==> config.mk <==
export PLATFORM = sky130hd
export DESIGN_NAME = seg_scan_driver_flat
export DESIGN_NICKNAME = d
export VERILOG_FILES = /design/src/rtl/seg_scan_pkg.sv /design/src/rtl/seg_scan_if.sv /design/src/rtl/seg_scan_timer.sv /design/src/rtl/seg_scan_driver.sv /design/src/flat_wrapper.sv
export SDC_FILE = /design/constraint.sdc
export NUM_CORES = 1
export LEC_CHECK = 0
export BUFFER_PORTS_ARGS = -buffer_cell sky130_fd_sc_hd__buf_2
export CAP_MARGIN = 40
export CORE_MARGIN = 2
export CORE_UTILIZATION = 58
export DETAILED_ROUTE_END_ITERATION = 8
export PLACE_DENSITY_LB_ADDON = 0.2
export SLEW_MARGIN = 20
export SYNTH_ARGS = -nofsm -noshare
export SYNTH_HDL_FRONTEND = slang
export SYNTH_HIERARCHICAL = 1
export SYNTH_SLANG_ARGS = --single-unit
==> constraint.sdc <==
create_clock -name clk -period 2.9 [get_ports clk]
set_input_delay 0.29 -clock clk [delete_from_list [all_inputs] [get_ports clk]]
set_output_delay 0.29 -clock clk [all_outputs]
set_load 0.01 [all_outputs]
==> src/rtl/seg_scan_pkg.sv <==
// seg_scan_pkg: shared types and constants for the segment scan driver
package seg_scan_pkg;
  typedef enum logic [1:0] {IDLE, BLANK, ON} state_t;
  typedef logic [7:0] seg_t;
  localparam seg_t SEG_BLANK = 8'hFF;
endpackage

==> src/rtl/seg_scan_if.sv <==
// seg_scan_if: frame offer handshake between a frame source and the scan driver
interface seg_scan_if #(parameter int P_NO_DIGITS = 8);
  import seg_scan_pkg::*;
  seg_t [P_NO_DIGITS-1:0] frame_in;
  logic frame_valid;
  logic frame_ready;
  modport master (output frame_in, frame_valid, input frame_ready);
  modport slave (input frame_in, frame_valid, output frame_ready);
endinterface

==> src/rtl/seg_scan_timer.sv <==
// seg_scan_timer: blank/dwell phase counter with brightness PWM compare
module seg_scan_timer
  import seg_scan_pkg::*;
#(
  parameter int P_DWELL_CYCLES = 1024,
  parameter int P_BLANK_CYCLES = 16
) (
  input  logic       clk,
  input  logic       rst_n,
  input  logic       enable,
  input  state_t     state,
  input  logic [3:0] brightness,
  output logic       phase_done,
  output logic       lit
);
  localparam int MAXC = P_DWELL_CYCLES > P_BLANK_CYCLES ? P_DWELL_CYCLES : P_BLANK_CYCLES;
  localparam int CW = $clog2(MAXC + 1);
  logic [CW-1:0] cnt_q, cnt_d;
  logic [3:0] b_q, b_d;
  // Phase end detection, counter advance, brightness latch on BLANK->ON and duty compare
  always_comb begin
    phase_done = state == ON ? cnt_q == CW'(P_DWELL_CYCLES - 1)
                             : state == BLANK && cnt_q == CW'(P_BLANK_CYCLES - 1);
    cnt_d = (!enable || state == IDLE || phase_done) ? '0 : cnt_q + CW'(1);
    b_d = (enable && state == BLANK && phase_done) ? brightness : b_q;
    lit = 32'(cnt_q) < (32'(b_q) + 32'd1) * 32'(P_DWELL_CYCLES / 16);
  end
  // Counter and latched brightness registers
  always_ff @(posedge clk or negedge rst_n)
    if (!rst_n) begin
      cnt_q <= '0;
      b_q <= '0;
    end else begin
      cnt_q <= cnt_d;
      b_q <= b_d;
    end
endmodule

==> src/rtl/seg_scan_driver.sv <==
// seg_scan_driver: multiplexed 7-segment scanner with double-buffered frames and PWM dimming
module seg_scan_driver
  import seg_scan_pkg::*;
#(
  parameter int P_NO_DIGITS    = 8,
  parameter int P_DWELL_CYCLES = 1024,
  parameter int P_BLANK_CYCLES = 16
) (
  input  logic                   clk,
  input  logic                   rst_n,
  input  logic                   enable,
  seg_scan_if.slave              fbus,
  input  logic [3:0]             brightness,
  input  logic [P_NO_DIGITS-1:0] digit_mask,
  output logic [7:0]             seg_n,
  output logic [P_NO_DIGITS-1:0] an_n,
  output logic                   frame_start
);
  localparam int IW = P_NO_DIGITS > 1 ? $clog2(P_NO_DIGITS) : 1;
  state_t state_q, state_d;
  logic [IW-1:0] idx_q, idx_d;
  seg_t [P_NO_DIGITS-1:0] pend_q, pend_d, shadow_q, shadow_d;
  logic pend_full_q, pend_full_d;
  seg_t seg_n_q, seg_n_d;
  logic [P_NO_DIGITS-1:0] an_n_q, an_n_d;
  logic frame_start_q, frame_start_d;
  logic phase_done, lit, last, boundary, swap, accept, drive;

  seg_scan_timer #(
    .P_DWELL_CYCLES(P_DWELL_CYCLES),
    .P_BLANK_CYCLES(P_BLANK_CYCLES)
  ) u_timer (
    .clk(clk),
    .rst_n(rst_n),
    .enable(enable),
    .state(state_q),
    .brightness(brightness),
    .phase_done(phase_done),
    .lit(lit)
  );

  assign fbus.frame_ready = !pend_full_q;
  assign seg_n = seg_n_q;
  assign an_n = an_n_q;
  assign frame_start = frame_start_q;

  // Frame buffering, scan sequencing and next output values
  always_comb begin
    accept = fbus.frame_valid && !pend_full_q;
    last = idx_q == IW'(P_NO_DIGITS - 1);
    boundary = enable && (state_q == IDLE || (state_q == ON && phase_done && last));
    swap = boundary && pend_full_q;
    pend_d = accept ? fbus.frame_in : pend_q;
    pend_full_d = accept || (pend_full_q && !swap);
    shadow_d = swap ? pend_q : shadow_q;
    state_d = !enable ? IDLE
            : state_q == IDLE ? BLANK
            : phase_done ? (state_q == BLANK ? ON : BLANK)
            : state_q;
    idx_d = (!enable || state_q == IDLE) ? '0
          : (state_q == ON && phase_done) ? (last ? '0 : idx_q + IW'(1))
          : idx_q;
    drive = state_q == ON && lit && digit_mask[idx_q];
    an_n_d = drive ? ~(P_NO_DIGITS'(1) << idx_q) : '1;
    seg_n_d = drive ? shadow_q[idx_q] : SEG_BLANK;
    frame_start_d = swap;
  end

  // State, frame buffers and registered display outputs
  always_ff @(posedge clk or negedge rst_n)
    if (!rst_n) begin
      state_q <= IDLE;
      idx_q <= '0;
      pend_q <= '{default: SEG_BLANK};
      pend_full_q <= 1'b0;
      shadow_q <= '{default: SEG_BLANK};
      seg_n_q <= SEG_BLANK;
      an_n_q <= '1;
      frame_start_q <= 1'b0;
    end else begin
      state_q <= state_d;
      idx_q <= idx_d;
      pend_q <= pend_d;
      pend_full_q <= pend_full_d;
      shadow_q <= shadow_d;
      seg_n_q <= seg_n_d;
      an_n_q <= an_n_d;
      frame_start_q <= frame_start_d;
    end
endmodule

==> src/flat_wrapper.sv <==
// flat-port wrapper written by rule: the top's interface ports become plain ports
module seg_scan_driver_flat import seg_scan_pkg::*;
#(
  parameter int P_NO_DIGITS    = 8,
  parameter int P_DWELL_CYCLES = 1024,
  parameter int P_BLANK_CYCLES = 16
)
  (clk, rst_n, enable, brightness, digit_mask, seg_n, an_n, frame_start, fbus_frame_in, fbus_frame_valid, fbus_frame_ready);
  seg_scan_if #(.P_NO_DIGITS(P_NO_DIGITS)) fbus_i ();
  input  logic clk;
  input  logic rst_n;
  input  logic enable;
  input  logic [3:0] brightness;
  input  logic [P_NO_DIGITS-1:0] digit_mask;
  output logic [7:0] seg_n;
  output logic [P_NO_DIGITS-1:0] an_n;
  output logic frame_start;
  input wire logic [$bits(fbus_i.frame_in)-1:0] fbus_frame_in;
  input wire logic [$bits(fbus_i.frame_valid)-1:0] fbus_frame_valid;
  output wire logic [$bits(fbus_i.frame_ready)-1:0] fbus_frame_ready;
  assign fbus_i.frame_in = fbus_frame_in;
  assign fbus_i.frame_valid = fbus_frame_valid;
  assign fbus_frame_ready = fbus_i.frame_ready;
  seg_scan_driver #(.P_NO_DIGITS(P_NO_DIGITS), .P_DWELL_CYCLES(P_DWELL_CYCLES), .P_BLANK_CYCLES(P_BLANK_CYCLES)) u_core (.clk(clk), .rst_n(rst_n), .enable(enable), .fbus(fbus_i), .brightness(brightness), .digit_mask(digit_mask), .seg_n(seg_n), .an_n(an_n), .frame_start(frame_start));
endmodule
Word-level counts from Yosys, hierarchy flattened

Index checks and enable logic that the tools add are counted.

Flip-flop bits (word level): 166
Output and inout port bits: 18
Logic and storage cells: 72

Add/sub/neg operators: 3
Order comparisons: 2
Equal/unequal tests: 6
Shifts and indexed selects: 1
Multiplexer cells: 15
Bitwise gates (word level): 1
Reductions and logical operators: 20

Operator list:

| cell                  | number |
|---|---|
| $bmux 8 s3            | 1 |
| $mux 8                | 3 |
| $add 11x1->11 const B | 1 |
| $eq 11x10->1 const B  | 1 |
| $eq 11x4->1 const B   | 1 |
| $logic_and 1x1->1     | 11 |
| $lt 11x11->1          | 1 |
| $mux 11               | 1 |
| $mux 3                | 3 |
| $mux 2                | 4 |
| $not 8->8             | 1 |
| $shl 1x3->8 const A   | 1 |
| $add 4x1->5 const B   | 1 |
| $logic_or 1x1->1      | 4 |
| $lt 3x4->1 const B    | 1 |
| $add 3x1->3 const B   | 1 |
| $bmux 1 s3            | 1 |
| $eq 3x3->1 const B    | 1 |
| $logic_not 1->1       | 3 |
| $ne 3x1->1 const B    | 1 |
| $eq 2x1->1 const B    | 1 |
| $eq 2x2->1 const B    | 1 |
| $logic_not 2->1       | 1 |
| $mux 1                | 2 |
| $reduce_bool 2->1     | 1 |

Longest topological paths before layout

Gate-level depths: netlist of the first run.

Depth after elaboration: 11
Depth in mapped cells: 11

By module

The synthesis of the first run kept the hierarchy.

Modules (own cells, without submodules):

| module          | instances | cells each | area each (µm²) | sequential area each (µm²) |
|---|---|---|---|---|
| seg_scan_driver | 1         | 394        | 6630.1          | 3958.8 |
| seg_scan_timer  | 1         | 84         | 887.1           | 375.4 |

Worst setup path after synthesis of the first run

No wires, ideal clock.

Kind: register -> register
From: register u_core.state_q[1]
To: register u_core/shadow_q[12] in the netlist's numbering
Library setup time: 0.085 ns
Arrival: 2.130 ns
Data required time: 2.815 ns
Setup slack: 0.685 ns
Stages on the path, launching flop included: 10
Path buffers: 3
Period minus slack after synthesis: 2.215 ns
Path through: dfrtp_1 nor4b_2 nand4_2 nand2_1 buf_4 nand2_2 a211oi_4 buf_6 buf_12 mux2_1

Word-level cells in the longest chain between the ends: 8
Elaborated cells on any way between the ends: 10

Ends and longest elaborated chain:

| what                               | line                  | source |
|---|---|---|
| from (decl)                        | seg_scan_driver.sv:20 | `state_t state_q, state_d;` |
| from (signal assigned)             | seg_scan_driver.sv:81 | `state_q <= state_d;` |
| $eq 2x1->1                         | seg_scan_timer.sv:23  | `: state == BLANK && cnt_q == CW'(P_BLANK_CYCLES - 1);` |
| $logic_and 1x1->1                  | seg_scan_timer.sv:23  |  |
| $mux 1 (*)                         | seg_scan_timer.sv:22  | `phase_done = state == ON ? cnt_q == CW'(P_DWELL_CYCLES - 1)` |
| via u_core.phase_done              | seg_scan_driver.sv:27 | `logic phase_done, lit, last, boundary, swap, accept, drive;` |
| $logic_and 1x1->1 (*) (2 in a row) | seg_scan_driver.sv:51 | `boundary = enable && (state_q == IDLE \|\| (state_q == ON && phase_done && last));` |
| $logic_or 1x1->1 (*)               | seg_scan_driver.sv:51 |  |
| $logic_and 1x1->1 (*)              | seg_scan_driver.sv:51 |  |
| $logic_and 1x1->1 (*)              | seg_scan_driver.sv:52 | `swap = boundary && pend_full_q;` |
| to (signal assigned)               | seg_scan_driver.sv:85 | `shadow_q <= shadow_d;` |
| to (decl)                          | seg_scan_driver.sv:22 | `seg_t [P_NO_DIGITS-1:0] pend_q, pend_d, shadow_q, shadow_d;` |

Mark *: on every way through the listed nets, which the timed path passes. The rest lies on a longest branch.
A chain may end at the register's enable or synchronous reset.

Final worst setup path of the first run

From: register u_core.u_timer.b_q[0]
To: register u_core.seg_n_q[0], in the netlist u_core/seg_n[0]

Word-level cells in the longest chain between the ends: 5

Ends and longest elaborated chain:

| what                           | line                  | source |
|---|---|---|
| from (decl)                    | seg_scan_timer.sv:19  | `logic [3:0] b_q, b_d;` |
| from (signal assigned)         | seg_scan_timer.sv:32  | `b_q <= '0;` |
| from (signal assigned)         | seg_scan_timer.sv:35  | `b_q <= b_d;` |
| $add 4x1->5                    | seg_scan_timer.sv:26  | `lit = 32'(cnt_q) < (32'(b_q) + 32'd1) * 32'(P_DWELL_CYCLES / 16);` |
| $lt 11x11->1                   | seg_scan_timer.sv:26  |  |
| via u_core.lit                 | seg_scan_driver.sv:27 |  |
| $logic_and 1x1->1 (2 in a row) | seg_scan_driver.sv:63 | `drive = state_q == ON && lit && digit_mask[idx_q];` |
| $mux 8                         | seg_scan_driver.sv:65 | `seg_n_d = drive ? shadow_q[idx_q] : SEG_BLANK;` |
| via u_core.seg_n_d[0]          | seg_scan_driver.sv:24 | `seg_t seg_n_q, seg_n_d;` |
| to (signal assigned)           | seg_scan_driver.sv:86 | `seg_n_q <= seg_n_d;` |
| to (decl)                      | seg_scan_driver.sv:24 |  |

The timed path passes the listed nets, and every way through them passes these cells.

==> results.ini, run 1 <==
[floorplan]
core_um2=12600
fp.dieH_um=118
rows=41
io_pins=98
initial_core_util_pct=59.6
dieArea_um2=13900
dieWidth_um=118

[power_and_ir_drop]
power_uw=7470
comb_power_share_pct=16.9
power_switching_uw=1660
p_int_uw=5810
ir_drop_uv=854
p_leak_uw=0.00370
p_sw_share_pct=22.2
power_frac_seq_pct=51.5
pwr-share-clk_pct=31.6
p_per_area_nw_per_um2=848

[cts]
cts.sinks=166
cts_resized=0
cts_tree=yes
root_buffer=clkbuf_16
cts_max_level=4
clkSlewWorstSetupHoldPaths_ps=70
cts_buffers=17
clock_path_buffers=2
worstSkewPairLatency_ps=420

[synth]
synth.most_common_cell=dfstp_2
synth_nets=570
syn-cell-area_um2=7520
synthCells=478
synthMuxAreaShare_pct=27.3
synth-compound-area-share_pct=2.08
postSynth.asyncResetShare_pct=100
synth_top_area_share_pct=50.3
ys.warnings.count=6
synthFlopType=dfstp_2
synth_top_family_by_area=multiplexers
yosysUniqueCellTypes=46
synthSimpleGateAreaFrac_pct=6.19
synth_xor_area_share_pct=1.28
synthTopCellsByCount=144 x dfstp_2, 89 x mux2_2, 40 x mux2_4, 22 x dfrtp_1, 18 x mux4_2
yosysSeqAreaShare_pct=57.7
yosysTopAreaCell=dfstp_2
avgSynthCellArea_um2=15.7
synth_edf_count=0
synth_fa_ha_area_share_pct=2.00
synthTopCellsByArea=dfstp_2 50%, mux2_2 13%, mux2_4 8.0%, dfrtp_1 7.3%, mux4_2 5.4%
ys_seq_elements=166

[setup_path]
endpoint_kind=flop
crit_type=flop to flop
cp.arrival_ps=3020
crit_fanout=7
cp.required_ps=3220
worst_setup_path_start_kind=flop

[detailed_routing]
routed-via-count=4110
first_pass_iters=4
finalWirelength_um=13700
ant_nets=0
wl_per_cell_um=17.8
drtIter0Drc=223
avgViaCountPerCell=5.35
route.detailed.drc=0

[timing]
setup_viol=0
max_clock_freq_ghz=0.371
setup_ws_ps=206
setup_tns_ps=0
hold_viol_final=0
final_max_slew_viol_count=0
tightest_slew_ps=776
holdWs_ps=94.0
period_share_pct=92.9
min_period_ps=2690
slew_headroom_pct=48.2
finalClockSkew_ps=10.3
rsz0062_at_grt=no

[status]
status=completed

[grt]
grt_max_degree=96
antenna_found_initial=0
grt_usage_pct=21.1
grt_overflow=0
grt_pass1_wl_um=22800
grt_pass1_vias=4354

[placement]
place_congestion=0.826
dpl.hpwl_um=9340
pre_cts_slack_ps=231
place.port_buffers=97

[hold_path]
hold_class=input pin to flop

[layout]
fill_cells=878
diodes=0
ff_latch_area_um2=4330
drive_above_1_share_pct=73.3
multi_input_area_um2=2940
final_nets=675
area_growth_pct=17.2

[job]
max-cap-violations=0

==> metrics by stage <==
step | cells | utilization [%] | instance area, µm²
after detailed placement | 735 | 64.7 | 8170
after floorplan | 478 | - | 7520
after global placement | 735 | 64.7 | 8170
after CTS | 768 | 69.8 | 8810
after global routing | 768 | 69.8 | 8810
final | 768 | 69.8 | 8810
==> final timing paths <==
check,startpoint,to,slack (ps),cells after the start
worst max-delay path,u_core/u_timer/b_q[0],u_core/seg_n[0],210,10
worst min-delay path,fbus_frame_in[9],u_core/pend_q[9],90,2
worst max register to register,u_core/u_timer/b_q[0],u_core/seg_n[0],210,10
worst min register to register,u_core/u_timer/cnt_q[0],u_core/u_timer/cnt_q[0],470,1
max in group asynchronous,rst_n,u_core/idx_q[1],1750,3
min in group asynchronous,rst_n,u_core/shadow_q[29],490,2
==> metal layers <==
metal | vias to the layer above | share of wire [%] | global-route usage [%]
met2 | 92 | 49 | 33.8
met5 | - | 0 | 0
met4 | 0 | 0.87 | 6.48
met1 | 2101 | 46 | 28.3
met3 | 10 | 4.0 | 5.86
li1 | 1907 | - | -
==> cell usage in the layout, fill, tap and decap left out, drive strengths merged, types with 2 or more instances in the layout <==
cell and n:
dfstp 144, a21boi 4, buf 108, o21ai 4
and2 4, nand3 7, dfrtp 22, clkinv 6
nor4b 3, xor2 6, mux2 133, mux4 18
nand2 17, a31oi 8, clkinvlp 2, and3b 9
xnor2 5, nor4bb 2, nor2b 4, nor2 17
clkbuf 20, inv 16, a211oi 2, nand4 4
nor3b 3, ha 12, bufinv 4
==> critical path, stage by stage (launching register included) <==
cell and delay, ps:
dfrtp_1 420, ha_1 300, inv_1 40, ha_1 270, o21a_1 100, o21ai_0 130
a21oi_1 80, a211oi_1 430, nor4bb_2 470, buf_4 250, a31oi_1 110
==> repair_timing <==
action	in CTS	in global routing
hold buffers	1	0
setup buffers	0	0
endpoints found under the hold margin	18	0
==> power groups by stage <==
stage,Sequential [µW],Clock (µW),Combinational [µW]
finish,3850,2360,1260
global route,3940,2510,1360
CTS,3850,2420,1280
detailed placement,3880,0,1270
global placement,3830,0,1210
floorplan,3700,0,1030
==> kinds of logic (layout without fill, tap and decap cells) <==
| family | after synthesis | count (layout) |
|---|---|---|
| compound gates | 22 | 22 |
| flops | 166 | 166 |
| simple gates | 77 | 77 |
| buf+inv | 39 | 157 |
| fa+ha+maj | 12 | 12 |
| mux | 151 | 151 |
| xor+xnor | 11 | 11 |
==> area by class of cell <==
class                   count  share of cell area [%]
multi-input cells         273                    33.3
clock inverters            12                    2.00
clock buffers              20                    5.18
inverters                  16                   0.682
well taps                 172                    2.44
repair buffers            109                    7.20
flip-flops and latches    166                    49.2
==> registers in the layout, indices dropped and copies added, names as in the netlist, 2 cells and up <==
signal	count
u_core/pend_q	64
u_core/shadow_q	64
u_core/u_timer/cnt_q	11
u_core/an_n	8
u_core/seg_n	8
u_core/u_timer/b_q	4
u_core/idx_q	3
u_core/state_q	2
(Power assumes the default switching activity.)
==> run 2, diff against run 1 <==
Settings changed: CORE_UTILIZATION 58 to 57, GPL_ROUTABILITY_DRIVEN set to 0, SYNTH_HIERARCHICAL 1 to unset.
==> run 2 against run 1 <==
Against the previous run:
- first-iteration DRC count shrank 16%
- cell count is 1.6% lower
- synthesized area is 3.0% lower
- clock-buffer cell count increased by 4
- register-to-register slack gained 400 ps
- power down 3.6%
- synthesized cell count fell by 2.7%
- sequential cell count unchanged
- sequential share of layout area rose by 0.98 points
- non-clock buffer count is 1 lower
- setup slack better by 400 ps
- clock skew decreased by 4.5 ps
- largest cell class unchanged
- largest power group unchanged
==> results.ini, run 2 <==
[detailed_routing]
drt-met1-wl_um=5970  ; -4.4%
route.detailed.drc=0  ; unchanged
drtIter0Drc=187  ; -16%
avgViaCountPerCell=5.37  ; +0.28%
top_layer_used=met4
finalWirelength_um=12900  ; -5.9%
routed-via-count=4057  ; -1.3%
wl_met2_um=6220  ; -8.2%
ant_nets=0  ; unchanged
wl_per_cell_um=17.0  ; -4.4%
first_pass_iters=4  ; unchanged
routed-wl-met3_um=504  ; -8.4%

[floorplan]
initial_core_util_pct=58.0  ; -1.5 points
core_um2=12600  ; -0.41%
rows=41  ; unchanged
dieWidth_um=117  ; -0.61%
fp.dieH_um=117  ; -0.61%
dieArea_um2=13700  ; -1.2%
io_pins=98  ; unchanged

[grt]
grt_pass1_vias=4119  ; -5.4%
grt_overflow=0  ; unchanged
antenna_found_initial=0  ; unchanged
grt_pass1_wl_um=21000  ; -7.8%
grt_max_degree=80  ; -17%
grt_usage_pct=20.5  ; -0.63 points

[cts]
worstSkewPairLatency_ps=420  ; about the same
cts.sinks=166  ; unchanged
cts_buffers=17  ; unchanged
root_buffer=clkbuf_16
cts_tree=yes
cts_max_level=4  ; unchanged
cts_resized=0  ; unchanged
post_cts.repair.setup_buffers=0  ; unchanged
clkSlewWorstSetupHoldPaths_ps=60  ; about the same
clock_path_buffers=2  ; unchanged

[layout]
area_growth_pct=18.5
final_common_cell=dfstp_2
largestRegisters=u_core.pend_q x64, u_core.shadow_q x64, u_core.u_timer.cnt_q x11
diodes=0  ; unchanged
final_nets=663  ; -1.8%
layout_common_cells=144 x dfstp_2, 96 x buf_2, 94 x mux2_2
drive_above_1_share_pct=75.0  ; +1.7 points
fill_cells=884  ; +0.68%

[synth]
synthTopCellsByCount=144 x dfstp_2, 94 x mux2_2, 38 x mux2_4, 26 x nor2_1, 22 x dfrtp_1
yosysUniqueCellTypes=42  ; -8.7%
synth_nets=557  ; -2.3%
synth_top_area_share_pct=51.9  ; +1.5 points
syn-cell-area_um2=7290  ; -3.0%
synth_edf_count=0  ; unchanged
synthCells=465  ; -2.7%
ys.warnings.count=0  ; -6
postSynth.asyncResetShare_pct=100  ; unchanged
yosysTopAreaCell=dfstp_2
synthTopCellsByArea=dfstp_2 52%, mux2_2 15%, mux2_4 7.8%, dfrtp_1 7.5%, mux4_2 5.6%
yosysSeqAreaShare_pct=59.4  ; +1.8 points
synth.most_common_cell=dfstp_2
synthFlopType=dfstp_2
avgSynthCellArea_um2=15.7  ; -0.25%
ys_seq_elements=166  ; unchanged

[setup_path]
slowest_stage=dfrtp_1
rrSetupSlack_ps=600  ; +400 ps
worstPathCellList=ha_1, nand4b_1, o41ai_2, nand4_1, buf_4, buf_16, mux2_4
r2r-end=u_core.shadow_q[54]
max_stage_delay_ps=390  ; -80 ps
endpoint_kind=flop
worst_setup_path_start_kind=flop
cp.arrival_ps=2640  ; -380 ps
crit_fanout=47  ; +40
reg2regPathDepth=7  ; -3
r2r_start=u_core.u_timer.cnt_q[0]
cp.required_ps=3240  ; +20 ps
crit_type=flop to flop

[timing]
rsz0062_at_grt=no
setup_viol=0  ; unchanged
setup_tns_ps=0  ; unchanged
tightest_slew_ps=711  ; -65.6 ps
max_clock_freq_ghz=0.436  ; +17%
finalClockSkew_ps=5.83  ; -4.50 ps
min_period_ps=2300  ; -399 ps
final_max_slew_viol_count=0  ; unchanged
slew_headroom_pct=52.6  ; +4.4 points
hold_viol_final=0  ; unchanged
period_share_pct=79.2  ; -14 points
holdWs_ps=91.8  ; -2.24 ps

[power_and_ir_drop]
ir_drop_uv=493  ; -42%
p_per_area_nw_per_um2=834  ; -1.7%
p_leak_uw=0.00361  ; -2.3%

[hold_path]
hp-start=fbus_frame_valid
min_path_cells=2  ; unchanged
hold_class=input pin to flop
hold_path_end=u_core.pend_full_q

[placement]
dpl.hpwl_um=8720  ; -6.6%
place.port_buffers=97  ; unchanged

[job]
max-cap-violations=0  ; unchanged

[status]
status=completed

run 2: critical path, delay by kind of cell, from the launching register on:
kind	cells	cell delay, ps
buffers and inverters	2	520
multiplexers	1	340
AND/OR/NAND/NOR	2	430
adder cells (fa/ha/maj)	1	240
flip-flops	1	390
AO/OA/AOI/OAI	1	270
run 2: repair_timing:
item	in CTS	in global routing
endpoints found under the setup margin	0	0
hold buffers	1	0
hold endpoints to repair	19	0
run 2: power breakdown:
part           internal, µW  switching (µW)  total [µW]
logic                   806             361        1170
clock network          1440             847        2290
registers              3390             352        3750
run 2: metrics by stage:
| step | instances | setup slack (ps) | utilization, % | instance area, µm² | total power [µW] |
|---|---|---|---|---|---|
| 6_report | 756 | 604 | 68.8 | 8640 | 7200 |
| 5_1_grt | 756 | 482 | 68.8 | 8640 | 7550 |
| 4_1_cts | 755 | 585 | 68.7 | 8630 | 7290 |
| 3_5_place_dp | 722 | 607 | 63.8 | 8010 | 4950 |
| 3_3_place_gp | 721 | 539 | 63.5 | 7990 | 4870 |
| 2_1_floorplan | 465 | 847 | - | 7290 | 4570 |
run 2: per-layer routing:
metal / vias to the layer above / GRT usage [%]
li1: 1888 / -
met1: 2065 / 28.7
met2: 88 / 31.7
met3: 16 / 5.05
met4: 0 / 7.06
met5: - / 0
run 2: worst max-delay path by stage:
stage	start	to	slack [ps]	depth (start not counted)
floorplan	u_core.idx_q[0]	u_core.shadow_q[0]	850	8
global placement	u_core.u_timer.cnt_q[0]	u_core.shadow_q[32]	540	6
detailed placement	u_core.u_timer.b_q[0]	u_core.seg_n[0]	610	7
CTS	u_core.u_timer.b_q[0]	u_core.seg_n[0]	590	7
global route	u_core.u_timer.cnt_q[0]	u_core.shadow_q[45]	480	7
finish	u_core.u_timer.cnt_q[0]	u_core.shadow_q[54]	600	7
run 2: cells by family after synthesis:
kind of cell	Yosys count	share of synthesized area [%]
adder cells (fa/ha/maj)	12	2.06
AO/OA/AOI/OAI	22	2.09
flip-flops	166	59.4
multiplexers	153	28.3
XOR/XNOR	10	1.20
AND/OR/NAND/NOR	72	4.91
buffers and inverters	30	2.02
run 2: layout make-up:
class | count | area [µm²] | share of cell area [%]
inverters | 9 | 33.8 | 0.391
clock inverters | 8 | 119 | 1.38
clock buffers | 24 | 492 | 5.69
flip-flops and latches | 166 | 4330 | 50.2
repair buffers | 108 | 622 | 7.20
well taps | 172 | 215 | 2.49
multi-input cells | 269 | 2830 | 32.7
==> run 3, diff against run 2 <==
Settings changed: CORE_UTILIZATION 57 to 52.
Clock period 2.9 ns to 1.95 ns, I/O delays scaled along.
==> run 3 against run 2 <==
Against the previous run:
- the flow now finishes with violations (setup timing)
- global-route usage grew 0.89 points
- utilization grew 0.67 points
- sequential share of layout area shrank 4.8 points
- sequential power grew 49%
- setup slack lost 650 ps
- final area grew 11%
- wire length grew 16%
- non-clock buffer count grew 75
- clock skew grew 3.2 ps
- die area grew 9.3%
- cell count grew 11%
==> results.ini, run 3 (synthesized netlist as in run 2, its figures left out) <==
[timing]
slew_headroom_pct=64.2  ; +12 points
min_period_ps=2000  ; -296 ps
setup_viol=70  ; +70
period_share_pct=103  ; +23 points
tightest_slew_ps=536  ; -174 ps
rsz0062_at_grt=yes
hold_viol_final=0  ; unchanged
setup_ws_ps=-50.1  ; -654 ps
finalClockSkew_ps=9.03  ; +3.20 ps
final_max_slew_viol_count=0  ; unchanged
max_clock_freq_ghz=0.500  ; +15%
setup_tns_ps=-1820  ; -1820 ps
holdWs_ps=11.4  ; -80.4 ps

[power_and_ir_drop]
p_leak_uw=0.00402  ; +11%
p_per_area_nw_per_um2=1170  ; +40%
pwr-share-clk_pct=33.4  ; +1.6 points
power_frac_seq_pct=49.9  ; -2.1 points
power_switching_uw=2380  ; +53%
comb_power_share_pct=16.7  ; +0.5 points
power_uw=11200  ; +55%
ir_drop_uv=758  ; +54%
p_sw_share_pct=21.3  ; -0.34 points
p_int_uw=8790  ; +56%

[setup_path]
crit_fanout=14  ; -70%
crit_type=flop to flop
cp.required_ps=2290  ; -950 ps
cp.arrival_ps=2340  ; -300 ps
r2r_start=u_core.idx_q[0]
cp-startpoint=u_core.idx_q[0]
rrSetupSlack_ps=-50  ; -650 ps
endpoint_kind=flop
worst_setup_path_start_kind=flop

[cts]
cts_max_level=4  ; unchanged
worstSkewPairLatency_ps=420  ; about the same
clock_path_buffers=2  ; unchanged
clkSlewWorstSetupHoldPaths_ps=60  ; about the same
cts.sinks=166  ; unchanged
cts_buffers=17  ; unchanged
cts_tree=yes
root_buffer=clkbuf_16

[floorplan]
rows=43  ; +4.9%
dieArea_um2=15000  ; +9.3%
dieWidth_um=122  ; +4.5%
initial_core_util_pct=53.0  ; -5.1 points
fp.dieH_um=122  ; +4.5%
core_um2=13800  ; +9.6%
io_pins=98  ; unchanged

[detailed_routing]
drt-met1-wl_um=6640  ; +11%
wl_met2_um=7390  ; +19%
routed-via-count=4443  ; +9.5%
avgViaCountPerCell=5.30  ; -1.3%
wl_per_cell_um=17.8  ; +4.4%
top_layer_used=met4
drtIter0Drc=282  ; +51%
first_pass_iters=5  ; +1
finalWirelength_um=14900  ; +16%
ant_nets=0  ; unchanged
route.detailed.drc=0  ; unchanged
routed-wl-met3_um=629  ; +25%

[layout]
utilization_pct=69.4  ; +0.67 points
area_growth_pct=31.1
final_nets=738  ; +11%
largestRegisters=u_core.pend_q x64, u_core.shadow_q x64, u_core.u_timer.cnt_q x11
diodes=0  ; unchanged
final_common_cell=dfstp_2
fill_cells=960  ; +8.6%
drive_above_1_share_pct=73.0  ; -2.0 points
layout_common_cells=144 x dfstp_2, 96 x buf_2, 94 x mux2_2

[hold_path]
hp-start=fbus_frame_in[44]
hold_class=input pin to flop

[grt]
antenna_found_initial=0  ; unchanged
grt_overflow=0  ; unchanged
grt_max_degree=65  ; -19%
grt_usage_pct=21.4  ; +0.89 points
grt_pass1_vias=4658  ; +13%
grt_pass1_wl_um=24000  ; +14%

[placement]
dpl.hpwl_um=9960  ; +14%
place.port_buffers=97  ; unchanged

[status]
violations=setup timing
status=complete, but fails checks

[job]
max-cap-violations=0  ; unchanged

[run 3: cell count changes in the layout (fill, tap and decap cells not counted), moves of 4 or more]
cell / before / now
dlygate4sd3_1: 1 / 44
buf_4: 7 / 27
buf_12: 2 / 8
buf_6: 1 / 6
ha_1: 12 / 8
[run 3: power groups by stage]
stage / clock network, µW / registers (µW) / logic, µW
after detailed placement: 0 / 5610 / 1790
final: 3730 / 5570 / 1860
after global routing: 3970 / 5710 / 2020
after floorplan: 0 / 5380 / 1420
after CTS: 3810 / 5580 / 1860
after global placement: 0 / 5560 / 1730
[run 3: final timing paths]
check | cells after the start | end
worst max-delay path | 8 | u_core.shadow_q[15]
worst min-delay path | 2 | u_core.pend_q[44]
worst max register to register | 8 | u_core.shadow_q[15]
worst min register to register | 1 | u_core.u_timer.cnt_q[0]
max in group asynchronous | 3 | u_core.pend_q[19]
min in group asynchronous | 2 | u_core.idx_q[0]
[run 3: per-layer routing]
metal | up-vias | GRT usage, %
met3 | 24 | 5.16
met1 | 2274 | 28.8
met5 | - | 0
met4 | 0 | 7.61
met2 | 111 | 34.1
li1 | 2034 | -
[run 3: repair_timing]
item,4_1_cts,5_1_grt
setup endpoints to repair,80,83
hold buffers,40,4
pin swaps,2,4
gates resized for setup,3,17
endpoints found under the hold margin,42,4
buffers inserted,3,4
cloned,1,2
[run 3: through the flow]
| step | cell area, µm² | setup slack (ps) | instances |
|---|---|---|---|
| after detailed placement | 8270 | -201 | 753 |
| final | 9560 | -50.1 | 839 |
| after global placement | 8260 | -333 | 752 |
| after CTS | 9360 | -55.2 | 829 |
| after floorplan | 7320 | -44.2 | 465 |
| after global routing | 9560 | -137 | 839 |
[run 3: layout make-up]
cell class	count	area [µm²]	area share, %
clock buffers	25	505	5.29
clock inverters	7	164	1.71
inverters	9	33.8	0.353
multi-input cells	269	2900	30.3
flip-flops and latches	166	4340	45.3
well taps	180	225	2.36
repair buffers	183	1400	14.7
[run 3: critical path, stage by stage (launching register included)]
cell	delay, ps
dfrtp_1	410
ha_4	170
ha_4	120
inv_2	40
o41ai_2	310
nand4_1	220
buf_6	200
buf_12	150
mux2_4	300
